### src/rtl/uart_rx_capture.sv
// UART receive channel with first-word fall-through capture FIFO.
// Frame format, baud divisor and buffer depth are fixed by parameters.
//
// state     | meaning
// ----------+---------------------------------------------------------
// IDLE      | line idle, waiting for synchronised rx to go low
// START     | half-bit wait, confirm start bit is still low
// DATA      | sampling DATA_BITS data bits, LSB first
// PARITY    | sampling the parity bit (only when PARITY != 0)
// STOP      | sampling STOP_BITS stop bits, push entry on the last one
// WAIT_HIGH | after a frame error, wait for the line to return high
module uart_rx_capture #(
    parameter int BAUD_DIV   = 868,
    parameter int DATA_BITS  = 8,
    parameter int PARITY     = 0,
    parameter int STOP_BITS  = 1,
    parameter int FIFO_DEPTH = 16
) (
    input  logic                            wb_clk_i,
    input  logic                            wb_rst_i,
    input  logic                            rx_i,
    input  logic                            rd_en_i,
    input  logic                            clr_err_i,
    output logic [7:0]                      data_o,
    output logic                            fe_o,
    output logic                            pe_o,
    output logic                            empty_o,
    output logic                            full_o,
    output logic [$clog2(FIFO_DEPTH+1)-1:0] count_o,
    output logic                            overrun_o,
    output logic                            break_o
);

    localparam int CW   = $clog2(BAUD_DIV);
    localparam int PW   = $clog2(FIFO_DEPTH);
    localparam int CNTW = $clog2(FIFO_DEPTH + 1);

    localparam logic [CW-1:0]   HALF_LOAD = CW'(BAUD_DIV / 2 - 1);
    localparam logic [CW-1:0]   FULL_LOAD = CW'(BAUD_DIV - 1);
    localparam logic [2:0]      LAST_DATA = 3'(DATA_BITS - 1);
    localparam logic [2:0]      LAST_STOP = 3'(STOP_BITS - 1);
    localparam logic [CNTW-1:0] DEPTH_CNT = CNTW'(FIFO_DEPTH);

    typedef enum logic [2:0] {
        S_IDLE,
        S_START,
        S_DATA,
        S_PARITY,
        S_STOP,
        S_WAIT_HIGH
    } state_t;

    state_t          state_q, state_d;
    logic            sync1_q, sync2_q;
    logic            rxs;
    logic [CW-1:0]   baud_q, baud_d;
    logic [2:0]      bit_q, bit_d;
    logic [7:0]      shift_q, shift_d;
    logic            par_q, par_d;
    logic            fe_q, fe_d;
    logic            break_q, break_d;
    logic            tick;
    logic            fe_now;
    logic            par_exp;
    logic            push;
    logic            push_fe;
    logic            push_pe;

    logic [9:0]      mem_q [FIFO_DEPTH];
    logic [PW-1:0]   wr_ptr_q, rd_ptr_q;
    logic [CNTW-1:0] count_q, count_d;
    logic            empty_q, full_q;
    logic            overrun_q, overrun_d;
    logic            do_wr, do_rd, drop;
    logic [9:0]      head;

    // Two-flop synchroniser for the asynchronous serial line; idles high.
    always_ff @(posedge wb_clk_i or negedge wb_rst_i) begin
        if (!wb_rst_i) begin
            sync1_q <= 1'b1;
            sync2_q <= 1'b1;
        end else begin
            sync1_q <= rx_i;
            sync2_q <= sync1_q;
        end
    end

    assign rxs  = sync2_q;
    assign tick = (baud_q == '0);

    // Expected parity bit over the captured data; unused upper bits are zero.
    assign par_exp = (PARITY == 1) ? ~(^shift_q) : (^shift_q);

    // Receiver state and datapath registers.
    always_ff @(posedge wb_clk_i or negedge wb_rst_i) begin
        if (!wb_rst_i) begin
            state_q <= S_IDLE;
            baud_q  <= '0;
            bit_q   <= '0;
            shift_q <= '0;
            par_q   <= 1'b0;
            fe_q    <= 1'b0;
            break_q <= 1'b0;
        end else begin
            state_q <= state_d;
            baud_q  <= baud_d;
            bit_q   <= bit_d;
            shift_q <= shift_d;
            par_q   <= par_d;
            fe_q    <= fe_d;
            break_q <= break_d;
        end
    end

    // Next-state logic: bit timing, sampling and the push request.
    always_comb begin
        state_d = state_q;
        baud_d  = (baud_q != '0) ? baud_q - CW'(1) : baud_q;
        bit_d   = bit_q;
        shift_d = shift_q;
        par_d   = par_q;
        fe_d    = fe_q;
        break_d = break_q;
        push    = 1'b0;
        push_fe = 1'b0;
        push_pe = 1'b0;
        fe_now  = fe_q | ~rxs;

        case (state_q)
            S_IDLE: begin
                if (!rxs) begin
                    state_d = S_START;
                    baud_d  = HALF_LOAD;
                    shift_d = '0;
                    par_d   = 1'b0;
                    fe_d    = 1'b0;
                    bit_d   = '0;
                end
            end
            S_START: begin
                if (tick) begin
                    if (rxs) begin
                        // Glitch shorter than half a bit: not a real start.
                        state_d = S_IDLE;
                    end else begin
                        state_d = S_DATA;
                        baud_d  = FULL_LOAD;
                        bit_d   = '0;
                    end
                end
            end
            S_DATA: begin
                if (tick) begin
                    shift_d[bit_q] = rxs;
                    baud_d         = FULL_LOAD;
                    if (bit_q == LAST_DATA) begin
                        bit_d   = '0;
                        state_d = (PARITY != 0) ? S_PARITY : S_STOP;
                    end else begin
                        bit_d = bit_q + 3'd1;
                    end
                end
            end
            S_PARITY: begin
                if (tick) begin
                    par_d   = rxs;
                    baud_d  = FULL_LOAD;
                    bit_d   = '0;
                    state_d = S_STOP;
                end
            end
            S_STOP: begin
                if (tick) begin
                    if (bit_q == LAST_STOP) begin
                        push    = 1'b1;
                        push_fe = fe_now;
                        push_pe = (PARITY != 0) && (par_q != par_exp);
                        if (fe_now) begin
                            state_d = S_WAIT_HIGH;
                            // All-zero frame, including parity, means a held-low line.
                            if ((shift_q == '0) && ((PARITY == 0) || !par_q)) begin
                                break_d = 1'b1;
                            end
                        end else begin
                            state_d = S_IDLE;
                        end
                    end else begin
                        fe_d   = fe_now;
                        bit_d  = bit_q + 3'd1;
                        baud_d = FULL_LOAD;
                    end
                end
            end
            S_WAIT_HIGH: begin
                if (rxs) begin
                    state_d = S_IDLE;
                    break_d = 1'b0;
                end
            end
            default: state_d = S_IDLE;
        endcase
    end

    // A read on an empty FIFO is ignored; a write on a full FIFO only
    // proceeds when a read frees the head slot in the same cycle.
    always_comb begin
        do_rd   = rd_en_i && !empty_q;
        do_wr   = push && (!full_q || do_rd);
        drop    = push && full_q && !do_rd;
        count_d = count_q + CNTW'(do_wr) - CNTW'(do_rd);
        overrun_d = overrun_q;
        if (clr_err_i) begin
            overrun_d = 1'b0;
        end
        if (drop) begin
            overrun_d = 1'b1;
        end
    end

    // FIFO pointers, occupancy and sticky overrun flag.
    always_ff @(posedge wb_clk_i or negedge wb_rst_i) begin
        if (!wb_rst_i) begin
            wr_ptr_q  <= '0;
            rd_ptr_q  <= '0;
            count_q   <= '0;
            empty_q   <= 1'b1;
            full_q    <= 1'b0;
            overrun_q <= 1'b0;
        end else begin
            if (do_wr) begin
                wr_ptr_q <= wr_ptr_q + PW'(1);
            end
            if (do_rd) begin
                rd_ptr_q <= rd_ptr_q + PW'(1);
            end
            count_q   <= count_d;
            empty_q   <= (count_d == '0);
            full_q    <= (count_d == DEPTH_CNT);
            overrun_q <= overrun_d;
        end
    end

    // FIFO storage, entry layout {fe, pe, data}.
    always_ff @(posedge wb_clk_i) begin
        if (do_wr) begin
            mem_q[wr_ptr_q] <= {push_fe, push_pe, shift_q};
        end
    end

    // Head is masked to zero while empty so outputs are defined out of reset.
    assign head      = empty_q ? 10'd0 : mem_q[rd_ptr_q];
    assign data_o    = head[7:0];
    assign pe_o      = head[8];
    assign fe_o      = head[9];
    assign empty_o   = empty_q;
    assign full_o    = full_q;
    assign count_o   = count_q;
    assign overrun_o = overrun_q;
    assign break_o   = break_q;

endmodule

### config.mk
export PLATFORM = sky130hd
export DESIGN_NAME = uart_rx_capture
export DESIGN_NICKNAME = d
export VERILOG_FILES = /design/src/rtl/uart_rx_capture.sv
export SDC_FILE = /design/constraint.sdc
export NUM_CORES = 1
export LEC_CHECK = 0
export ABC_AREA = 1
export ABC_CLOCK_PERIOD_IN_PS = 3500
export CORE_UTILIZATION = 50
export DETAILED_ROUTE_END_ITERATION = 16
export DONT_BUFFER_PORTS = 1
export GPL_TIMING_DRIVEN = 1
export PLACE_DENSITY_LB_ADDON = 0.1
export RECOVER_POWER = 100
export SKIP_CTS_REPAIR_TIMING = 1
export SYNTH_ARGS = -nofsm -noshare
export SYNTH_HDL_FRONTEND = slang
export SYNTH_SLANG_ARGS = --single-unit
### constraint.sdc
create_clock -name wb_clk_i -period 3.5 [get_ports wb_clk_i]
set_clock_uncertainty 0.2 [all_clocks]
set_input_delay 0.35 -clock wb_clk_i [delete_from_list [all_inputs] [get_ports wb_clk_i]]
set_output_delay 0.35 -clock wb_clk_i [all_outputs]
set_load 0.05 [all_outputs]
== After elaboration in Yosys (flattened, before gate mapping) ==
Memories as Yosys holds them, arrays and structs flattened.
Index checks and enable logic that the tools add are counted.
Operators by class
  add/sub/neg operators: 6
  magnitude comparators: 2
  equality and inequality tests: 18
  muxes and demuxes: 54
  bitwise operators: 2
  reductions and logical operators: 26
Operators with widths (number)
  $mux 10: 8
  $mux 3: 16
  $pmux 10 s4: 1
  $ne 2x2->1 const B: 11
  $mux 1: 19
  $pmux 3 s6: 1
  $mux 8: 2
  $pmux 8 s2: 1
  $pmux 3 s5: 1
  $reduce_and 6->1: 2
  $logic_not 10->1: 1
  $reduce_bool 10->1: 1
  $sub 10x1->10 const B: 1
  $eq 3x3->1 const B: 3
  $add 4x1->4 const B: 2
  $bwmux 8: 1
  $logic_not 8->1: 1
  $reduce_and 8->1: 1
  $reduce_bool 2->1: 4
  $eq 3x2->1 const B: 2
  $logic_not 3->1: 2
  $add 5x1->5: 1
  $eq 5x5->1 const B: 1
  $logic_and 1x1->1: 5
  other kinds (17): 20
Word-level totals
  bits in registers: 44
  RAM bits: 144
  input bits: 5
  memories: 1
Memories
  mem_q: words 16, width 9, read ports 1, clocked after memory_dff 0, write ports 1, RTL line 69  | logic [9:0] mem_q [FIFO_DEPTH];

== Longest topological paths before layout ==
Gate-level depths: netlist of run 1.
  word-level depth: 8
  gate-level depth with buffers: 16

== Worst setup path after synthesis of run 1 ==
Ideal clock, no wire load.
  kind: reg-to-reg
  start point: reg baud_q[0]
  end point: reg full_q, in the netlist full_o
  library setup time: 67 ps
  arrival time: 2731 ps
  data required time: 3233 ps
  slack: 503 ps
  cell stages (with the launch flop): 16
  clock period less this slack: 2997 ps
  cell sequence: dfrtp_1 -> inv_1 -> ha_1 -> nand2_1 -> nor2_4 -> nand3_2 -> nor2_1 -> nand2_1 -> ha_1 -> inv_1 -> ha_1 -> inv_1 -> fa_1 -> o21ai_0 -> xor2_1 -> and3_1
On the way
  longest elaborated chain between the ends: 7
RTL lines
  from (decl): RTL line 56  | logic [CW-1:0] baud_q, baud_d;
  from (signal assigned): RTL line 106  | baud_q <= baud_d;
  $logic_not 10->1: RTL line 89  | assign tick = (baud_q == '0);
  $mux 1: RTL line 173  | if (tick) begin
  $mux 1: RTL line 129  | case (state_q)
  $logic_and 1x1->1: RTL line 208  | do_wr = push && (!full_q || do_rd);
  $add 5x1->5: RTL line 210  | count_d = count_q + CNTW'(do_wr) - CNTW'(do_rd);
  $sub 5x1->5: RTL line 210
  named net count_d[4]: RTL line 71  | logic [CNTW-1:0] count_q, count_d;
  $eq 5x5->1: RTL line 238  | full_q <= (count_d == DEPTH_CNT);
  to (signal assigned): RTL line 238
  to (decl): RTL line 72  | logic empty_q, full_q;
The timed path passes the listed nets, and every way through them passes these cells.
A chain may end at the register's enable or synchronous reset.

== Worst setup path in the final report of run 1 ==
  start point: reg bit_q[1]
  end point: reg full_q, in the netlist full_o
On the way
  longest elaborated chain between the ends: 8
RTL lines
  from (decl): RTL line 57  | logic [2:0] bit_q, bit_d;
  from (signal assigned): RTL line 107  | bit_q <= bit_d;
  $logic_not 3->1: RTL line 174  | if (bit_q == LAST_STOP) begin
  $mux 1: RTL line 174
  $mux 1: RTL line 173
  $mux 1: RTL line 129
  $logic_and 1x1->1: RTL line 208
  $add 5x1->5: RTL line 210
  $sub 5x1->5: RTL line 210
  named net count_d[4]: RTL line 71
  $eq 5x5->1: RTL line 238
The timed path passes the listed nets, and every way through them passes these cells.

==> impl_metrics.json, run 1 <==
{
  "area_growth_syn_to_layout_pct": 10.72,
  "hpwl_mm": 12.56,
  "nFillCells": 1462,
  "synthesis.nets": 862,
  "drive_above_1_share_pct": 7.086,
  "antenna_found_initial": 0,
  "cp-start-kind": "flip-flop",
  "crit_chain": "inv_1, ha_1, nand2_1, inv_1, nand3_2, nor2_1, nand2_1, ha_1, inv_1, ha_1, inv_1, fa_1, o21ai_0, xor2_1, and3_1",
  "grt_max_degree": 81,
  "ios": 24,
  "path_common_cell": "inv_1",
  "num_antenna_cells": 0,
  "drc_errors": 0,
  "clock_sinks": 188,
  "hold_depth": 4,
  "fin_nets": 883,
  "r2r-start": "bit_q[1]$_DFFE_PN0P_",
  "powerDensity_nw_per_um2": 751.0,
  "num_vias": 5966,
  "crit_slowest_cell": "dfrtp_1",
  "rsz0062_at_grt": "no",
  "crit_buf_inv": 4,
  "grt_pass1_wl_mm": 31.33,
  "drt_wl_total_mm": 19.62,
  "cpPeakStageDelay_ns": 0.44,
  "ir_drop_mv": 0.8280,
  "reg2reg_depth": 15,
  "path_clk_slew_ns": 0.07,
  "p_clk_share_pct": 27.9,
  "numCtsBuffers": 17,
  "fin_crit_sh_pct": 93.39,
  "routabilityCongestion": 0.8505,
  "slew_viol_final": 45,
  "pwr-share-seq_pct": 38.0,
  "hp-class": "primary input to flip-flop",
  "synth_area_per_cell_um2": 10.08,
  "ant_nets": 0,
  "port_buffers": 0,
  "drtPass1Iterations": 5,
  "status": "complete, but fails checks",
  "htree_levels": 4,
  "relSlewSlack_pct": -38.51,
  "min_period_ns": 3.268,
  "dieArea_um2": 17470,
  "tritoncts": "built",
  "max_freq_mhz": 306.0,
  "yosysWarnings": 0,
  "worstHoldStart": "rd_en_i",
  "max_cap_violations": 1,
  "critPathKind": "flip-flop to flip-flop",
  "r2r-end": "full_o$_DFF_PN0_",
  "grt_pass1_vias": 5872,
  "netlist_area_um2": 8473,
  "core_um2": 16580,
  "die_w_um": 132.2,
  "worst_pin_slew_ns": 2.078,
  "die_h_um": 132.2,
  "grt_usage_pct": 23.87,
  "leakage_nw": 4.044,
  "fin_area_um2": 9382,
  "setup-tns-final_ns": 0,
  "clock_path_buffers": 2,
  "critPathRequiredTime_ns": 3.67,
  "synth_seq_area_share_pct": 64.07,
  "layout_common_cells": "172 x nor2_1, 144 x edfxtp_1, 132 x nand2_1",
  "drt-initial-drc-count": 491,
  "clkLatencyLatePin_ns": 0.44,
  "violations": "max-capacitance violations, max-slew violations",
  "r2r_slack_ns": 0.23,
  "crit_family": "adder cells",
  "postSynthCellCount": 841,
  "switching_share_pct": 39.26,
  "vias_per_cell": 5.448,
  "cp.arrival_ns": 3.44,
  "grt-ovfl-total": 0,
  "synth.distinct_cells": 36,
  "end_kind": "flip-flop",
  "layout_commonest_cell": "nor2_1",
  "p_switching_mw": 2.766,
  "num_rows": 47,
  "setup_violations": 0,
  "ys_ff_latch": 188,
  "final-hold-violation-count": 0,
  "final_util_pct": 56.57,
  "p_int_mw": 4.280,
  "start_util_pct": 51.09,
  "placed_area_um2": 8841,
  "cts_root_buf": "clkbuf_16",
  "combPwrFrac_pct": 34.0,
  "min_to": "rd_ptr_q[2]$_DFFE_PN0P_",
  "cp_max_fo": 7,
  "routedWlPerCell_um": 17.92
}
==> kinds of logic (layout without fill, tap and decap cells) <==
family	Yosys count	count (layout)	share of synthesized area, %
compound gates	136	136	8.476
xor+xnor	11	11	1.137
fa+ha+maj	16	16	2.451
buf+inv	91	125	4.238
flops	188	188	64.07
other cells	1	1	0.04426
simple gates	398	398	19.58
==> sequential cells by signal, summed over array words and instances (netlist names) <==
signal     cells
wr_ptr_q       4
break_o        1
empty_o        1
bit_q          3
sync1_q        1
count_o        5
full_o         1
mem_q        144
rxs            1
rd_ptr_q       4
baud_q        10
overrun_o      1
state_q        3
fe_q           1
shift_q        8
==> synthesized netlist by cell type <==
| cell | count | share of area (%) |
|---|---|---|
| a21boi_0 | 3 | 0.27 |
| a21oi_1 | 24 | 1.4 |
| and3_1 | 1 | 0.074 |
| buf_1 | 3 | 0.13 |
| buf_2 | 10 | 0.59 |
| buf_4 | 1 | 0.089 |
| clkbuf_1 | 18 | 0.80 |
| clkbuf_2 | 1 | 0.059 |
| clkinv_1 | 1 | 0.044 |
| conb_1 | 1 | 0.044 |
| dfrtp_1 | 41 | 12 |
| dfstp_2 | 3 | 0.93 |
| edfxtp_1 | 144 | 51 |
| fa_1 | 1 | 0.24 |
| ha_1 | 15 | 2.2 |
| inv_1 | 56 | 2.5 |
| inv_2 | 1 | 0.044 |
| nand2_1 | 131 | 5.8 |
| nand2_2 | 1 | 0.074 |
| nand3_1 | 67 | 4.0 |
| nand3_2 | 2 | 0.24 |
| nand4_1 | 6 | 0.44 |
| nor2_1 | 171 | 7.6 |
| nor2_2 | 2 | 0.15 |
| nor2_4 | 1 | 0.13 |
| nor3_1 | 11 | 0.65 |
| nor3_4 | 1 | 0.19 |
| nor4_1 | 1 | 0.074 |
| o211ai_1 | 8 | 0.71 |
| o21ai_0 | 98 | 5.8 |
| o21ai_2 | 1 | 0.10 |
| o21bai_1 | 1 | 0.089 |
| o221ai_1 | 1 | 0.10 |
| or2_2 | 3 | 0.22 |
| xnor2_1 | 3 | 0.31 |
| xor2_1 | 8 | 0.83 |
==> per-stage QoR <==
stage | worst slack (ns) | hold WS [ns] | power [mW] | cells
2_1_floorplan | 0.5028 | -0.1456 | 4.522 | 841
3_3_place_gp | 0.3871 | -0.1422 | 5.157 | 1059
3_5_place_dp | 0.1892 | -0.1440 | 5.201 | 1059
4_1_cts | 0.1864 | -0.6135 | 7.167 | 1091
5_1_grt | 0.03671 | 0.04448 | 7.411 | 1095
6_report | 0.2315 | 0.02892 | 7.046 | 1095
==> worst max-delay path by stage <==
stage                       end  slack (ns)                  from  cells after the start
2_1_floorplan  full_o$_DFF_PN0_        0.50   baud_q[0]$_DFF_PN0_                     15
3_3_place_gp   full_o$_DFF_PN0_        0.39  bit_q[0]$_DFFE_PN0P_                     15
3_5_place_dp   full_o$_DFF_PN0_        0.19  bit_q[0]$_DFFE_PN0P_                     15
4_1_cts        full_o$_DFF_PN0_        0.19  bit_q[0]$_DFFE_PN0P_                     15
5_1_grt        full_o$_DFF_PN0_        0.04  bit_q[1]$_DFFE_PN0P_                     15
6_report       full_o$_DFF_PN0_        0.23  bit_q[1]$_DFFE_PN0P_                     15
==> power groups by stage <==
stage	clock network (mW)	logic (mW)	registers (mW)
after floorplan	0	1.83	2.69
after global placement	0	2.43	2.72
after detailed placement	0	2.47	2.73
after CTS	2.00	2.48	2.68
after global routing	2.08	2.63	2.69
final	1.97	2.40	2.68
==> routing by layer <==
metal,share of wire (%),GRT usage (%),up-vias
met5,0,0,-
met4,2.2,8.812,0
met3,4.6,4.883,33
met1,44,31.07,2870
li1,-,-,2904
met2,49,39.68,159
==> cell type report <==
cell class | instances | area [um2] | area share [%]
clock buffer | 19 | 442.9 | 4.721
timing repair buffer | 35 | 196.4 | 2.094
inverter | 58 | 217.7 | 2.321
clock inverter | 13 | 163.9 | 1.747
tap | 220 | 275.3 | 2.934
sequential | 188 | 5430 | 57.88
multi-input combinational | 562 | 2655 | 28.30
==> tightest hold or removal path: cells and delay by family <==
kind | cells | cell delay, ns
buf+inv | 1 | 0.05
simple gates | 2 | 0.16
xor+xnor | 1 | 0.06
Note: power is estimated with default switching activity, not from simulation.
==> run 2: changes to the inputs <==
Settings changed: ABC_AREA 1 to default, CTS_BUF_LIST from default to sky130_fd_sc_hd__clkbuf_16, CTS_CLUSTER_SIZE from default to 8.
==> run 2 against run 1 <==
Against the previous run: the flow now finishes without violations; final cell count shrank 29%; worst setup slack lost 0.023 ns; worst hold slack gained 0.021 ns; combinational power shrank 59%; final area shrank 1.7%.
==> impl_metrics.json, run 2 <==
{
  "clock_sinks": 188,
  "ys_top_cells_by_count": "144 x edfxtp_1, 41 x dfrtp_1, 36 x mux4_2",
  "synth_area_per_cell_um2": 15.90,
  "grt_usage_pct": 22.05,
  "drt_wl_total_mm": 16.59,
  "critPathRequiredTime_ns": 3.63,
  "antenna_found_initial": 0,
  "synth_seq_area_share_pct": 66.29,
  "end_kind": "flip-flop",
  "leakage_nw": 3.587,
  "dieArea_um2": 16890,
  "ant_nets": 0,
  "htree_levels": 4,
  "drt-initial-drc-count": 317,
  "hold_depth": 2,
  "synthAdderAreaFrac_pct": 2.536,
  "placed_area_um2": 8597,
  "min_period_ns": 3.291,
  "num_antenna_cells": 0,
  "num_rows": 46,
  "min_to": "rd_ptr_q[0]$_DFFE_PN0P_",
  "synth_top_area_share_pct": 52.80,
  "muxShareOfSynthArea_pct": 12.86,
  "ys.flop_type": "edfxtp_1",
  "synth_top_family_by_area": "multiplexers",
  "path_clk_slew_ns": 0.07,
  "grt_pass1_vias": 4748,
  "ir_drop_mv": 0.5431,
  "cts_root_buf": "clkbuf_16",
  "r2r-start": "state_q[1]$_DFFE_PN0P_",
  "drive_above_1_share_pct": 19.86,
  "core_um2": 15940,
  "grt-ovfl-total": 0,
  "drtPass1Iterations": 5,
  "worst_pin_slew_ns": 0.8701,
  "cp-start-kind": "flip-flop",
  "combPwrFrac_pct": 17.4,
  "numCtsBuffers": 17,
  "routabilityCongestion": 0.8317,
  "port_buffers": 0,
  "largest_reg_flops": 144,
  "fin_area_um2": 9220,
  "hp-class": "primary input to flip-flop",
  "setup_violations": 0,
  "grt_pass1_wl_mm": 26.54,
  "yosysWarnings": 0,
  "r2r_slack_ns": 0.21,
  "grt_max_degree": 45,
  "vias_per_cell": 5.800,
  "relSlewSlack_pct": 41.99,
  "setup-tns-final_ns": 0,
  "cp_max_fo": 3,
  "status": "finished, final reports clean",
  "fin_crit_sh_pct": 94.04,
  "hpwl_mm": 10.63,
  "area_growth_syn_to_layout_pct": 12.59,
  "synth.distinct_cells": 66,
  "routedWlPerCell_um": 21.40,
  "layout_commonest_cell": "edfxtp_1",
  "tritoncts": "built",
  "worstHoldStart": "rd_en_i",
  "ys_ff_latch": 188,
  "finalPower_mw": 5.693,
  "synth-compound-area-share_pct": 6.402,
  "critPathKind": "flip-flop to flip-flop",
  "synthesis.nets": 536,
  "synthSimpleGateAreaFrac_pct": 7.624,
  "yosysMostFrequentCell": "edfxtp_1",
  "powerDensity_nw_per_um2": 617.4,
  "cp.arrival_ns": 3.42,
  "regMostFlops": "mem_q",
  "rsz0062_at_grt": "no",
  "clkLatencyLatePin_ns": 0.44,
  "layout_common_cells": "144 x edfxtp_1, 40 x dfrtp_1, 36 x mux4_2",
  "die_h_um": 130.0,
  "synthTopCellsByArea": "edfxtp_1 53%, dfrtp_1 13%, mux4_2 9.9%",
  "max_cap_violations": 0,
  "synth-xor-area-share_pct": 1.283,
  "synth-edff-count": 144,
  "synth_largest_area_cell": "edfxtp_1",
  "slew_viol_final": 0,
  "clock_path_buffers": 2,
  "drc_errors": 0,
  "num_vias": 4495,
  "p_int_mw": 4.031,
  "ios": 24,
  "p_switching_mw": 1.662,
  "final-hold-violation-count": 0,
  "max_freq_mhz": 303.8,
  "switching_share_pct": 29.20,
  "pwr-share-seq_pct": 46.9,
  "largestRegisters": "mem_q x144, baud_q x10, shift_q x8",
  "fin_nets": 567,
  "postSynthCellCount": 515,
  "synthArstFlopShare_pct": 23.40,
  "p_clk_share_pct": 35.7,
  "start_util_pct": 51.37,
  "netlist_area_um2": 8189,
  "die_w_um": 130.0,
  "r2r-end": "full_o$_DFF_PN0_",
  "reg2reg_depth": 11
}
[run 2: changes by cell type after synthesis, sizes merged, moves of 31 or more]
| cell | before | now |
|---|---|---|
| o21ai | 99 | 24 |
| mux4 | 0 | 36 |
| nor2 | 174 | 17 |
| inv | 57 | 26 |
| nand2 | 132 | 14 |
| nand3 | 69 | 6 |
[run 2: worst max path at each step]
stage                                start  slack [ns]              endpoint  cells past startpoint
finish              state_q[1]$_DFFE_PN0P_        0.21      full_o$_DFF_PN0_                     11
global route          bit_q[1]$_DFFE_PN0P_       0.002  count_o[4]$_DFF_PN0_                     14
CTS                   bit_q[0]$_DFFE_PN0P_        0.14      full_o$_DFF_PN0_                     13
detailed placement    bit_q[0]$_DFFE_PN0P_        0.17      full_o$_DFF_PN0_                     13
global placement       baud_q[0]$_DFF_PN0_        0.25      full_o$_DFF_PN0_                     13
floorplan              baud_q[0]$_DFF_PN0_        0.15      full_o$_DFF_PN0_                     14
[run 2: cell families (layout without fill, tap and decap cells)]
| logic type | Yosys count | in the layout |
|---|---|---|
| other | 1 | 1 |
| xor gates and xnor gates | 12 | 12 |
| muxes | 60 | 60 |
| DFF | 188 | 188 |
| and+or+nand+nor | 104 | 104 |
| buffers and inverters | 52 | 96 |
| adders and majority gates | 16 | 16 |
| AOI/OAI and AO/OA | 82 | 82 |
[run 2: stage by stage]
step | cells | utilization, % | worst slack [ns] | hold WS, ns
after floorplan | 515 | - | 0.1549 | -0.1456
after global placement | 739 | 53.92 | 0.2516 | -0.1432
after detailed placement | 739 | 53.92 | 0.1712 | -0.1435
after CTS | 771 | 57.90 | 0.1415 | -0.6103
after global routing | 775 | 57.83 | 0.002166 | 0.07148
final | 775 | 57.83 | 0.2087 | 0.04956
[run 2: layout make-up]
class | count | area (um2)
Clock buffer | 17 | 425.4
Clock inverter | 15 | 207.7
Fill cell | 1284 | 6723
Inverter | 26 | 97.59
Multi-Input combinational cell | 275 | 2516
Sequential cell | 188 | 5430
Tap cell | 216 | 270.3
Timing Repair Buffer | 38 | 272.8
[run 2: per-layer routing]
| metal | vias up | global-route usage [%] | share of wire (%) |
|---|---|---|---|
| met3 | 20 | 4.633 | 3.9 |
| li1 | 2068 | - | - |
| met4 | 0 | 6.977 | 1.5 |
| met2 | 100 | 39.04 | 52 |
| met5 | - | 0 | 0 |
| met1 | 2307 | 27.15 | 42 |
[run 2: power groups by stage]
stage	combinational [mW]	sequential, mW	clock [mW]
after global routing	1.09	2.69	2.15
after detailed placement	1.01	2.73	0
after floorplan	0.769	2.69	0
after global placement	0.992	2.72	0
after CTS	1.01	2.68	2.07
final	0.989	2.67	2.03
[run 2: critical path, cell delays in order, from the launching register on]
cell	delay, ns
dfrtp_1	0.37
or3b_1	0.46
a211oi_4	0.29
nand2_2	0.12
ha_1	0.30
inv_1	0.06
ha_1	0.15
inv_1	0.05
fa_1	0.48
inv_1	0.05
or3_1	0.39
nor4b_1	0.25
==> run 3: changes to the inputs <==
Settings changed: RECOVER_POWER 100 to 25.
==> run 3 against run 2 <==
Against the previous run: utilization is 0.44 points higher; largest power group unchanged; first-iteration DRC count is 6.3% higher; die area stayed put; wire length is 0.15% lower; final area is 0.76% higher; worst setup slack hardly changed; combinational power hardly changed; final cell count stayed put; highest routed layer unchanged.
==> impl_metrics.json, run 3 (same netlist as run 2, synthesis figures left out) <==
{
  "slew_viol_final": 0,
  "crit_chain": "inv_1, ha_2, nor4b_4, and3_1, nand2_2, ha_1, inv_1, ha_1, inv_1, fa_1, inv_1, or3_1, nor4b_1",
  "num_vias": 4540,
  "port_buffers": 0,
  "tritoncts": "built",
  "cp-start-kind": "flip-flop",
  "finalPower_mw": 5.711,
  "numCtsBuffers": 17,
  "antenna_found_initial": 0,
  "r2r-end": "full_o$_DFF_PN0_",
  "leakage_nw": 3.649,
  "drive_above_1_share_pct": 22.54,
  "clock_path_buffers": 2,
  "drt-initial-drc-count": 337,
  "r2r-start": "baud_q[0]$_DFF_PN0_",
  "layout_common_cells": "144 x edfxtp_1, 40 x dfrtp_1, 36 x mux4_2",
  "critPathKind": "flip-flop to flip-flop",
  "worst_pin_slew_ns": 0.7376,
  "routedWlPerCell_um": 21.37,
  "max_cap_violations": 0,
  "p_clk_share_pct": 35.6,
  "vias_per_cell": 5.858,
  "min_period_ns": 3.292,
  "status": "finished, final reports clean",
  "grt-ovfl-total": 0,
  "num_rows": 46,
  "nFillCells": 1263,
  "critPathRequiredTime_ns": 3.63,
  "p_switching_mw": 1.660,
  "clkLatencyLatePin_ns": 0.43,
  "whs_ns": 0.04898,
  "drc_errors": 0,
  "grt_usage_pct": 22.05,
  "cp.arrival_ns": 3.42,
  "relSlewSlack_pct": 50.38,
  "powerDensity_nw_per_um2": 614.7,
  "cpPeakStageDelay_ns": 0.48,
  "largestRegisters": "mem_q x144, baud_q x10, shift_q x8",
  "max_freq_mhz": 303.8,
  "layout_commonest_cell": "edfxtp_1",
  "clock_sinks": 188,
  "end_kind": "flip-flop",
  "ir_drop_mv": 0.5437,
  "num_antenna_cells": 0,
  "ant_nets": 0,
  "die_w_um": 130.0,
  "fin_ws_ns": 0.2085,
  "crit_slowest_cell": "fa_1",
  "reg2reg_depth": 13,
  "combPwrFrac_pct": 17.6,
  "drt_wl_total_mm": 16.56,
  "hpwl_mm": 10.63,
  "fin_nets": 567,
  "routabilityCongestion": 0.8317,
  "p_int_mw": 4.050,
  "worstHoldStart": "rd_en_i",
  "htree_levels": 4,
  "final_cells": 775,
  "grt_max_degree": 45,
  "final-hold-violation-count": 0,
  "core_um2": 15940,
  "start_util_pct": 51.37,
  "rsz0062_at_grt": "no",
  "cts_root_buf": "clkbuf_16",
  "dpl_worst_slack_ns": 0.1712,
  "regMostFlops": "mem_q",
  "drtPass1Iterations": 5,
  "r2r_slack_ns": 0.21,
  "grt_pass1_vias": 4748,
  "pwr-share-seq_pct": 46.8,
  "dieArea_um2": 16890,
  "dpl.cell_count": 739,
  "ios": 24,
  "area_growth_syn_to_layout_pct": 13.45,
  "hold_depth": 2,
  "largest_reg_flops": 144,
  "hp-class": "primary input to flip-flop",
  "grt_pass1_wl_mm": 26.54,
  "cp_max_fo": 4,
  "setup_violations": 0,
  "setup-tns-final_ns": 0,
  "path_common_cell": "inv_1",
  "switching_share_pct": 29.08,
  "die_h_um": 130.0,
  "path_clk_slew_ns": 0.07,
  "min_to": "rd_ptr_q[0]$_DFFE_PN0P_",
  "fin_crit_sh_pct": 94.04
}
==> run 3: cell types whose count changed in the layout (fill, tap and decap cells not counted), sizes merged <==
cell,change
buf,+19
clkbuf,-19
==> run 3: power by group through the flow <==
stage	registers [mW]	clock network, mW	logic (mW)
finish	2.67	2.04	1.00
global route	2.69	2.15	1.10
CTS	2.68	2.07	1.01
detailed placement	2.73	0	1.01
global placement	2.72	0	0.992
floorplan	2.69	0	0.769
==> run 3: final cells by class <==
cell class	instances	area (um2)	share of cell area (%)
sequential	188	5430	58.45
clock buffer	17	425.4	4.579
tap	216	270.3	2.909
timing repair buffer	38	337.8	3.636
multi-input combinational	275	2521	27.14
clock inverter	15	207.7	2.236
inverter	26	97.59	1.051
==> run 3: critical path, delay by kind of cell (launching register included) <==
family	cells	cell delay, ns
adders and majority gates	4	1.15
buffers and inverters	4	0.25
and+or+nand+nor	5	1.17
DFF	1	0.41
==> run 3: stage by stage <==
stage | util, % | area [um2]
2_1_floorplan | - | 8189
3_3_place_gp | 53.92 | 8597
3_5_place_dp | 53.92 | 8597
4_1_cts | 57.90 | 9230
5_1_grt | 58.27 | 9290
6_report | 58.27 | 9290
==> run 3: how the worst max path moves through the flow <==
stage	start	endpoint	slack [ns]
floorplan	baud_q[0]$_DFF_PN0_	full_o$_DFF_PN0_	0.15
global placement	baud_q[0]$_DFF_PN0_	full_o$_DFF_PN0_	0.25
detailed placement	bit_q[0]$_DFFE_PN0P_	full_o$_DFF_PN0_	0.17
CTS	bit_q[0]$_DFFE_PN0P_	full_o$_DFF_PN0_	0.14
global route	baud_q[0]$_DFF_PN0_	count_o[4]$_DFF_PN0_	0.002
finish	baud_q[0]$_DFF_PN0_	full_o$_DFF_PN0_	0.21
==> run 3: metal layers <==
metal | GRT usage, % | wire (um) | vias up
li1 | - | - | 2074
met1 | 27.15 | 6863 | 2332
met4 | 6.977 | 248 | 0
met2 | 39.04 | 8666 | 113
met3 | 4.633 | 780 | 21
met5 | 0 | 0 | -
